===== config.mk =====
export PLATFORM = sky130hd
export DESIGN_NAME = cheese_spawn_ctrl_flat
export DESIGN_NICKNAME = d
export VERILOG_FILES = /design/src/rtl/game_pkg.sv /design/src/rtl/pos_if.sv /design/src/rtl/cheese_spawn_ctrl.sv /design/src/flat_wrapper.sv
export SDC_FILE = /design/constraint.sdc
export NUM_CORES = 1
export LEC_CHECK = 0
export BUFFER_PORTS_ARGS = -buffer_cell sky130_fd_sc_hd__buf_2
export CORE_MARGIN = 4
export CORE_UTILIZATION = 35
export CTS_CLUSTER_DIAMETER = 100
export DETAILED_ROUTE_END_ITERATION = 8
export PLACE_DENSITY = 0.63
export SKIP_CTS_REPAIR_TIMING = 1
export SLEW_MARGIN = 10
export SYNTH_ARGS = -nofsm -noshare
export SYNTH_HDL_FRONTEND = slang
export SYNTH_SLANG_ARGS = --single-unit
export TNS_END_PERCENT = 100

===== constraint.sdc =====
create_clock -name clk -period 4.2 [get_ports clk]
set_input_delay 0.84 -clock clk [delete_from_list [all_inputs] [get_ports clk]]
set_output_delay 0.84 -clock clk [all_outputs]
set_load 0.02 [all_outputs]

===== src/rtl/game_pkg.sv =====
// game_pkg: shared game geometry constants.
//   POS_W        - width of the x/y fields carried on pos_if
//   JERRY_WIDTH  - Jerry sprite width in pixels
//   JERRY_HEIGHT - Jerry sprite height in pixels
package game_pkg;
   localparam int unsigned POS_W        = 12;
   localparam int unsigned JERRY_WIDTH  = 32;
   localparam int unsigned JERRY_HEIGHT = 32;
endpackage


===== src/rtl/pos_if.sv =====
// pos_if: screen position bundle (x, y) shared between game blocks.
//   in  modport - consumer view (x, y are inputs)
//   out modport - producer view (x, y are outputs)
interface pos_if;
   import game_pkg::*;
   logic [POS_W-1:0] x;
   logic [POS_W-1:0] y;
   modport in  (input  x, input  y);
   modport out (output x, output y);
endinterface


===== src/rtl/cheese_spawn_ctrl.sv =====
// cheese_spawn_ctrl: draws pseudo-random cheese positions away from Jerry,
// enforces a respawn delay after each pickup and freezes at the cheese goal.
// Ports:
//   clk             - system clock
//   rst             - asynchronous active-low reset
//   reset           - synchronous game restart (level, active-high)
//   game_start      - pulse, starts spawning from IDLE
//   is_cheese_taken - pulse, cheese picked up (honoured only while shown)
//   cheese_gm       - pulse, cheese goal reached (honoured only while shown)
//   jerrypos        - Jerry position, sampled while drawing
//   cheesepos       - registered cheese position
//   cheese_visible  - cheese drawn and collidable
//   spawned         - 1-cycle pulse when a new position is committed
//   busy            - high while drawing or waiting to respawn
module cheese_spawn_ctrl
   import game_pkg::*;
#(
   parameter int unsigned X_MIN         = 32,
   parameter int unsigned X_MAX         = 760,
   parameter int unsigned Y0            = 520,
   parameter int unsigned Y1            = 400,
   parameter int unsigned Y2            = 280,
   parameter int unsigned Y3            = 160,
   parameter int unsigned RESPAWN_DELAY = 65_000_000,
   parameter int unsigned CLEAR_MARGIN  = 16,
   parameter int unsigned MAX_TRIES     = 8,
   parameter logic [15:0] LFSR_SEED     = 16'hACE1
) (
   input  logic clk,
   input  logic rst,
   input  logic reset,
   input  logic game_start,
   input  logic is_cheese_taken,
   input  logic cheese_gm,
   pos_if.in    jerrypos,
   pos_if.out   cheesepos,
   output logic cheese_visible,
   output logic spawned,
   output logic busy
);

   localparam int unsigned DLY_W = (RESPAWN_DELAY > 1) ? $clog2(RESPAWN_DELAY) : 1;
   localparam int unsigned TRY_W = (MAX_TRIES > 1) ? $clog2(MAX_TRIES) : 1;

   localparam logic [10:0]      X_SPAN   = 11'(X_MAX - X_MIN);
   localparam logic [12:0]      CLR_X    = 13'(JERRY_WIDTH + CLEAR_MARGIN);
   localparam logic [12:0]      CLR_Y    = 13'(JERRY_HEIGHT + CLEAR_MARGIN);
   localparam logic [DLY_W-1:0] DLY_LOAD = DLY_W'(RESPAWN_DELAY - 1);
   localparam logic [TRY_W-1:0] TRY_LAST = TRY_W'(MAX_TRIES - 1);

   typedef enum logic [2:0] {
      S_IDLE,
      S_DRAW,
      S_SHOWN,
      S_WAIT,
      S_DONE
   } state_t;

   state_t           state_q,    state_d;
   logic [15:0]      lfsr_q,     lfsr_d;
   logic [TRY_W-1:0] try_q,      try_d;
   logic [DLY_W-1:0] dly_q,      dly_d;
   logic [POS_W-1:0] cheese_x_q, cheese_x_d;
   logic [POS_W-1:0] cheese_y_q, cheese_y_d;
   logic             visible_q,  visible_d;
   logic             spawned_q,  spawned_d;
   logic             busy_q,     busy_d;

   logic [12:0]      cand_x;
   logic [POS_W-1:0] cand_y;
   logic [12:0]      dx, dy;
   logic [12:0]      dx_abs, dy_abs;
   logic             out_of_range;
   logic             near_jerry;
   logic             cand_ok;

   // Fibonacci LFSR, taps 16/14/13/11; free-running in every state.
   always_comb begin
      lfsr_d = {lfsr_q[14:0], lfsr_q[15] ^ lfsr_q[13] ^ lfsr_q[12] ^ lfsr_q[10]};
   end

   // Candidate derived from the current LFSR value. Differences are taken
   // at 13 bits and read as two's complement, so no wrap at these ranges.
   always_comb begin
      cand_x = 13'(X_MIN) + {2'b00, lfsr_q[10:0]};
      cand_y = POS_W'(Y0);
      case (lfsr_q[12:11])
         2'd0:    cand_y = POS_W'(Y0);
         2'd1:    cand_y = POS_W'(Y1);
         2'd2:    cand_y = POS_W'(Y2);
         default: cand_y = POS_W'(Y3);
      endcase
      dx           = {1'b0, jerrypos.x} - cand_x;
      dy           = {1'b0, jerrypos.y} - {1'b0, cand_y};
      dx_abs       = dx[12] ? (~dx + 13'd1) : dx;
      dy_abs       = dy[12] ? (~dy + 13'd1) : dy;
      out_of_range = lfsr_q[10:0] > X_SPAN;
      near_jerry   = (dx_abs < CLR_X) && (dy_abs < CLR_Y);
      cand_ok      = !out_of_range && !near_jerry;
   end

   always_comb begin
      state_d    = state_q;
      try_d      = try_q;
      dly_d      = dly_q;
      cheese_x_d = cheese_x_q;
      cheese_y_d = cheese_y_q;
      spawned_d  = 1'b0;

      if (reset) begin
         state_d    = S_IDLE;
         try_d      = '0;
         dly_d      = '0;
         cheese_x_d = '0;
         cheese_y_d = '0;
      end else begin
         case (state_q)
            S_IDLE: begin
               if (game_start) begin
                  state_d = S_DRAW;
                  try_d   = '0;
               end
            end
            S_DRAW: begin
               if (cand_ok) begin
                  cheese_x_d = cand_x[POS_W-1:0];
                  cheese_y_d = cand_y;
                  spawned_d  = 1'b1;
                  state_d    = S_SHOWN;
               end else if (try_q == TRY_LAST) begin
                  // Last attempt rejected: commit the fixed fallback spot.
                  cheese_x_d = POS_W'(X_MIN);
                  cheese_y_d = POS_W'(Y0);
                  spawned_d  = 1'b1;
                  state_d    = S_SHOWN;
               end else begin
                  try_d = try_q + 1'b1;
               end
            end
            S_SHOWN: begin
               if (cheese_gm) begin
                  state_d = S_DONE;
               end else if (is_cheese_taken) begin
                  state_d = S_WAIT;
                  dly_d   = DLY_LOAD;
               end
            end
            S_WAIT: begin
               if (dly_q == '0) begin
                  state_d = S_DRAW;
                  try_d   = '0;
               end else begin
                  dly_d = dly_q - 1'b1;
               end
            end
            S_DONE: begin
               state_d = S_DONE;
            end
            default: begin
               state_d = S_IDLE;
            end
         endcase
      end

      // Status outputs are registered copies of the next state.
      visible_d = (state_d == S_SHOWN);
      busy_d    = (state_d == S_DRAW) || (state_d == S_WAIT);
   end

   always_ff @(posedge clk or negedge rst) begin
      if (!rst) begin
         state_q    <= S_IDLE;
         lfsr_q     <= LFSR_SEED;
         try_q      <= '0;
         dly_q      <= '0;
         cheese_x_q <= '0;
         cheese_y_q <= '0;
         visible_q  <= 1'b0;
         spawned_q  <= 1'b0;
         busy_q     <= 1'b0;
      end else begin
         state_q    <= state_d;
         lfsr_q     <= lfsr_d;
         try_q      <= try_d;
         dly_q      <= dly_d;
         cheese_x_q <= cheese_x_d;
         cheese_y_q <= cheese_y_d;
         visible_q  <= visible_d;
         spawned_q  <= spawned_d;
         busy_q     <= busy_d;
      end
   end

   assign cheesepos.x    = cheese_x_q;
   assign cheesepos.y    = cheese_y_q;
   assign cheese_visible = visible_q;
   assign spawned        = spawned_q;
   assign busy           = busy_q;

endmodule


===== src/flat_wrapper.sv =====
// flat-port wrapper written by rule: the top's interface ports become plain ports
module cheese_spawn_ctrl_flat import game_pkg::*;
#(
   parameter int unsigned X_MIN         = 32,
   parameter int unsigned X_MAX         = 760,
   parameter int unsigned Y0            = 520,
   parameter int unsigned Y1            = 400,
   parameter int unsigned Y2            = 280,
   parameter int unsigned Y3            = 160,
   parameter int unsigned RESPAWN_DELAY = 65_000_000,
   parameter int unsigned CLEAR_MARGIN  = 16,
   parameter int unsigned MAX_TRIES     = 8,
   parameter logic [15:0] LFSR_SEED     = 16'hACE1
)
  (clk, rst, reset, game_start, is_cheese_taken, cheese_gm, cheese_visible, spawned, busy, jerrypos_x, jerrypos_y, cheesepos_x, cheesepos_y);
  pos_if jerrypos_i ();
  pos_if cheesepos_i ();
  input  logic clk;
  input  logic rst;
  input  logic reset;
  input  logic game_start;
  input  logic is_cheese_taken;
  input  logic cheese_gm;
  output logic cheese_visible;
  output logic spawned;
  output logic busy;
  input wire logic [$bits(jerrypos_i.x)-1:0] jerrypos_x;
  input wire logic [$bits(jerrypos_i.y)-1:0] jerrypos_y;
  output wire logic [$bits(cheesepos_i.x)-1:0] cheesepos_x;
  output wire logic [$bits(cheesepos_i.y)-1:0] cheesepos_y;
  assign jerrypos_i.x = jerrypos_x;
  assign jerrypos_i.y = jerrypos_y;
  assign cheesepos_x = cheesepos_i.x;
  assign cheesepos_y = cheesepos_i.y;
  cheese_spawn_ctrl #(.X_MIN(X_MIN), .X_MAX(X_MAX), .Y0(Y0), .Y1(Y1), .Y2(Y2), .Y3(Y3), .RESPAWN_DELAY(RESPAWN_DELAY), .CLEAR_MARGIN(CLEAR_MARGIN), .MAX_TRIES(MAX_TRIES), .LFSR_SEED(LFSR_SEED)) u_core (.clk(clk), .rst(rst), .reset(reset), .game_start(game_start), .is_cheese_taken(is_cheese_taken), .cheese_gm(cheese_gm), .jerrypos(jerrypos_i), .cheesepos(cheesepos_i), .cheese_visible(cheese_visible), .spawned(spawned), .busy(busy));
endmodule

# Yosys cells after proc, flatten, opt, wreduce, memory -nomap -nowiden
# Cells that the tools add are included.
# classes
add_sub_neg	7
n_lt_le_gt_ge	3
n_eq_ne	17
muxes	34
bitwise	5
reduce_logical	15
# ops
cell	n
2-to-1 mux 26 bit	4
2-to-1 mux 12 bit	8
one-hot mux 26 bit (2 select lines)	1
2-to-1 mux 3 bit	12
one-hot mux 10 bit (3 select lines)	1
adder 13 x 1 -> 13 bit, second input constant	2
logical NOT 26 bit	1
less-than comparator 13 x 6 -> 1 bit, second input constant	2
2-to-1 mux 13 bit	2
inverter 13 bit	2
subtractor 26 x 1 -> 26 bit, second input constant	1
!= test 3 bit, second input constant	6
one-hot mux 3 bit (5 select lines)	1
subtractor 12 x 10 -> 13 bit	1
subtractor 12 x 13 -> 13 bit	1
adder 6 x 11 -> 12 bit, first input constant	1
== test 3 x 2 -> 1 bit, second input constant	4
greater-than comparator 11 x 10 -> 1 bit, second input constant	1
one-hot mux 3 bit (3 select lines)	1
== test 3 x 1 -> 1 bit, second input constant	2
== test 3 bit, second input constant	2
nonzero test 3 bit	2
AND reduction 5 bit	1
2-to-1 mux 1 bit	4
14 further kinds	18
# word_totals
reg_bits	75
in_bits	30
out_inout_bits	27
wordCells	90

# Depth between registers and ports, before layout
# depth
depth_word	15
depth_mapped	15
mapped_depth_nobuf	14

# Worst setup path before layout
# No wires, ideal clock.
# synth_timing
path_type	in2reg
from	input port jerrypos_x[0]
to	register u_core.cheese_x_q[1] (netlist: u_core.cheesepos.x[1])
setup_time_ns	0.122
arrival_time_ns	3.482
required_ns	4.078
slack_ns	0.597
stages	13
n_path_buf	1
cell_sequence	inv_1 ha_1 fa_1 nand2b_1 a221o_1 a211oi_2 nand3_2 or3_1 o311ai_2 and2_4 a21oi_2 buf_4 a32o_1
# synth_via
elab_chain_len	11
elab_cells_between_ends	13
cone_classes	add/sub (2); order compare (1); mux (4); bitwise (1); reduce/logical (5)
# synth_rtl
element	line_no	text
from (decl)	flat_wrapper.sv:27	input wire logic [$bits(jerrypos_i.x)-1:0] jerrypos_x;
subtractor 12 x 13 -> 13 bit (*)	cheese_spawn_ctrl.sv:93	dx = {1'b0, jerrypos.x} - cand_x;
inverter 13 bit	cheese_spawn_ctrl.sv:95	dx_abs = dx[12] ? (~dx + 13'd1) : dx;
adder 13 x 1 -> 13 bit	cheese_spawn_ctrl.sv:95	
2-to-1 mux 13 bit (*)	cheese_spawn_ctrl.sv:95	
less-than comparator 13 x 6 -> 1 bit (*)	cheese_spawn_ctrl.sv:98	near_jerry = (dx_abs < CLR_X) && (dy_abs < CLR_Y);
logical AND 1 bit (*)	cheese_spawn_ctrl.sv:98	
logical NOT 1 bit (*)	cheese_spawn_ctrl.sv:99	cand_ok = !out_of_range && !near_jerry;
logical AND 1 bit (*)	cheese_spawn_ctrl.sv:99	
2-to-1 mux 12 bit	cheese_spawn_ctrl.sv:125	if (cand_ok) begin
2-to-1 mux 12 bit	cheese_spawn_ctrl.sv:117	case (state_q)
2-to-1 mux 12 bit	cheese_spawn_ctrl.sv:110	if (reset) begin
to (signal assigned)	cheese_spawn_ctrl.sv:186	cheese_x_q <= cheese_x_d;
to (decl)	cheese_spawn_ctrl.sv:63	logic [POS_W-1:0] cheese_x_q, cheese_x_d;
# Every way passes the cells marked *; elsewhere a longest branch is shown, timed or not. The select of a mux whose other input is x is not followed.
# A chain may end at the register's enable or synchronous reset.

# Final worst setup path
# layout_timing
from	register u_core.lfsr_q[11]
to	register u_core.cheese_x_q[6] (netlist: u_core.cheesepos.x[6])
# layout_via
elab_chain_len	13
elab_cells_between_ends	17
cone_classes	add/sub (2); order compare (1); eq/ne (2); mux (5); bitwise (1); reduce/logical (6)
# layout_rtl
element	line_no	text
from (decl)	cheese_spawn_ctrl.sv:60	logic [15:0] lfsr_q, lfsr_d;
from (signal assigned)	cheese_spawn_ctrl.sv:183	lfsr_q <= lfsr_d;
== test 2 bit, or another cell as far along	cheese_spawn_ctrl.sv:87	case (lfsr_q[12:11])
one-hot mux 10 bit (3 select lines) (*)	cheese_spawn_ctrl.sv:87	
subtractor 12 x 10 -> 13 bit (*)	cheese_spawn_ctrl.sv:94	dy = {1'b0, jerrypos.y} - {1'b0, cand_y};
inverter 13 bit	cheese_spawn_ctrl.sv:96	dy_abs = dy[12] ? (~dy + 13'd1) : dy;
adder 13 x 1 -> 13 bit	cheese_spawn_ctrl.sv:96	
2-to-1 mux 13 bit (*)	cheese_spawn_ctrl.sv:96	
less-than comparator 13 x 6 -> 1 bit (*)	cheese_spawn_ctrl.sv:98	
logical AND 1 bit (*)	cheese_spawn_ctrl.sv:98	
logical NOT 1 bit (*)	cheese_spawn_ctrl.sv:99	
logical AND 1 bit (*)	cheese_spawn_ctrl.sv:99	
2-to-1 mux 12 bit	cheese_spawn_ctrl.sv:125	
2-to-1 mux 12 bit	cheese_spawn_ctrl.sv:117	
2-to-1 mux 12 bit	cheese_spawn_ctrl.sv:110	
# Marks and branches as above.

==> impl_results.md <==
- Global-route wire length before repair: 19420 um
- Setup Viol. Count Final: 0
- P_leak: 2.436 nW
- Die width: 124.7 um
- CP max stage cell: dfstp_2
- RR Startpoint: u_core.lfsr_q[11]$_DFF_PN1_
- DRC Markers: 0
- Avg Inst Size Synth: 9.128 sq um
- CTS root buffer: clkbuf_16
- Asr flop ratio synth: 100.0%
- Clk_lat worst skew: 0.33 ns
- Post-Route Setup TNS: 0 ns
- Tot GR Track Use: 14.77%
- Max Root-Sink Buffers: 2
- # diodes: 0
- Commonest non-fill, non-tap cell in the layout: dfrtp_1
- Fin crit period: 3.950 ns
- Unrepaired setup endpoints after global routing: false
- Dpl cells: 738
- Final Hold Viols: 0
- Final worst path period share: 94.04%
- Critical Path Max Stage Delay: 0.55 ns
- Setup slack, reg-to-reg: 0.25 ns
- H-tree depth: 3
- Non-filler instance count after layout: 754
- Core ar.: 0.01330 sq mm
- Drt via density: 5.568
- # IOs: 57
- P&R area growth vs syn: 15.76%
- Worst setup EP type: flip-flop
- Register area share after synthesis: 35.92%
- Worst EP required: 4.41 ns
- Most used cell, CP: inv_1
- Post-synth cell types: 77
- Final net count: 633
- Initial core utilization: 35.84%
- Final wirelength: 11590 um
- Pwr Density: 340.1 mW/mm^2
- Synth Register Bits: 68
- Hold path start: u_core.lfsr_q[14]$_DFF_PN0_
- CTS tree: done
- Max cap viols: 0
- Port bufs: 50
- Crit Path Class: flip-flop to flip-flop
- Post-route ant nets: 0
- Largest net degree at the start of global routing: 29
- Status: complete, no violations
- Clock sink count: 68
- CP Max Fanout: 12
- FF-to-FF End: u_core.cheesepos.x[6]$_DFFE_PN0P_
- DRT Pass-1 Iters: 4
- Reg clk slew, reported paths: 0.06 ns
- Vias in the first global route: 4086
- Clock Skew: 0.006111 ns
- Most frequent cells in the layout: 60 x dfrtp_1, 57 x nor2_1, 50 x buf_2, 39 x inv_1, 38 x a21oi_1
- Hold Crit Class: flip-flop to flip-flop
- Clock buffer count from CTS: 9
- Relative slew slack: 58.92%
- EDFF count, synth: 0
- Ys flop type: dfrtp_1
- Chip Height: 124.7 um
- Routed via count: 4198
- Layout cells sized above 1: 18.69%
- Worst-margin pin slew: 0.6120 ns
- Worst Setup EP: u_core.cheesepos.x[6]$_DFFE_PN0P_
- Worst Reg2Reg Path Length in Cells: 14
- GPL Wtd Cong: 0.8616
- Synth Cell Area: 0.004765 sq mm
- Crit-path cells: inv_1 -> ha_1 -> inv_1 -> fa_1 -> a211o_1 -> a221oi_1 -> nand3_1 -> o311ai_0 -> o2bb2ai_1 -> o311a_1 -> o211a_1 -> a21oi_2 -> buf_4 -> a32o_1
- Crit start category: flip-flop
- Worst Hold Slack: 0.3674 ns
- Fin. max-slew vios: 0
- Max Freq: 0.2532 GHz
- Antenna violations before repair: 0
- Warnings, synthesis: 0
- Worst setup startpoint: u_core.lfsr_q[11]$_DFF_PN1_
- Die area: 0.01554 sq mm
- Arrival @ worst endpoint: 4.16 ns
- Std-Cell Rows: 42
- Post-layout util: 41.48%
- Overflow after GRT: 0
- WL/cell: 15.37 um
- Hpwl dp: 8736 um
- Synth Instances: 522
- Maximum VDD drop: 0.0001952 V
- Iter 0 DRT Violations: 169
-- power breakdown --
| part | internal, mW | switching, mW | leakage, nW |
|---|---|---|---|
| sequential | 0.686 | 0.0315 | 0.886 |
| combinational | 0.130 | 0.212 | 1.39 |
| clock | 0.524 | 0.293 | 0.156 |
-- synthesized netlist by cell type (all sizes together) (5+ instances only) --
cell	n	area [sq um]
dfrtp	60	1501
nor2	57	214.0
a21oi	39	198.9
inv	39	146.4
ha	28	350.3
o21ai	19	106.4
or3	19	118.9
xnor2	17	148.9
a311oi	15	161.4
nor3	15	75.07
nand2	14	52.55
buf	13	97.59
a32o	12	120.1
and3	12	75.07
clkbuf	12	45.04
nand3	12	70.07
nor4	10	62.56
a211o	9	78.83
a211oi	9	77.57
a31oi	8	71.32
dfstp	8	210.2
nand2b	8	50.05
xor2	7	61.31
a21o	6	45.04
o211ai	5	42.54
or2	5	31.28
-- kinds of logic (layout without fill, tap and decap cells) --
kind of cell               after synthesis  count (layout)  share of synthesized area (%)
buffers and inverters                   64             115                          6.066
AOI/OAI and AO/OA                      159             159                          25.71
DFF                                     68              68                          35.92
adders and majority gates               30              30                          8.193
muxes                                    1               1                         0.2363
other                                    1               6                        0.07871
and+or+nand+nor                        175             175                          19.38
xor gates and xnor gates                24              24                          4.412
-- state kept, by name, summed over array words and instances, names as in the netlist --
name	flops
u_core.cheesepos.x	12
u_core.cheesepos.y	5
u_core.cheese_visible	1
u_core.spawned	1
u_core.lfsr_q	16
u_core.busy	1
u_core.dly_q	26
u_core.try_q	3
u_core.state_q	3
-- worst max-delay path, delay by kind of cell, from the launching register on --
kind,cells,cell delay [ns]
buffers and inverters,3,0.40
flip-flops,1,0.55
adder cells (fa/ha/maj),2,0.83
AND/OR/NAND/NOR,1,0.12
AO/OA/AOI/OAI,8,1.93
-- metrics by stage --
| stage | setup WS, ns | total power [mW] | cell area [sq um] |
|---|---|---|---|
| finish | 0.2501 | 1.876 | 5515 |
| CTS | 0.2294 | 1.890 | 5515 |
| global route | 0.006073 | 1.970 | 5515 |
| detailed placement | 0.2449 | 1.068 | 5191 |
| global placement | 0.3311 | 1.059 | 5191 |
| floorplan | 0.5968 | 0.9720 | 4783 |
-- worst min-delay path by stage --
stage	end	slack, ns	cells past startpoint
floorplan	u_core.lfsr_q[15]$_DFF_PN1_	0.33	0
global placement	u_core.lfsr_q[15]$_DFF_PN1_	0.35	0
detailed placement	u_core.lfsr_q[15]$_DFF_PN1_	0.34	0
CTS	u_core.lfsr_q[15]$_DFF_PN1_	0.37	0
global route	u_core.lfsr_q[15]$_DFF_PN1_	0.37	0
finish	u_core.lfsr_q[15]$_DFF_PN1_	0.37	0
-- final cells by class --
type / count / area (sq um)
Sequential cell: 68 / 1712
Clock buffer: 9 / 225.2
Clock inverter: 7 / 98.84
Tap cell: 176 / 220.2
Inverter: 39 / 146.4
Fill cell: 1309 / 7780
Multi-Input combinational cell: 395 / 2788
Timing Repair Buffer: 60 / 325.3
-- metal layers --
layer,up-vias,part of all wire (%),track usage (%)
li1,2048,-,-
met1,2068,45,18.86
met2,70,51,25.76
met3,12,3.0,2.101
met4,0,1.2,4.642
met5,-,0,0
Note: power is estimated with default switching activity, not from simulation.
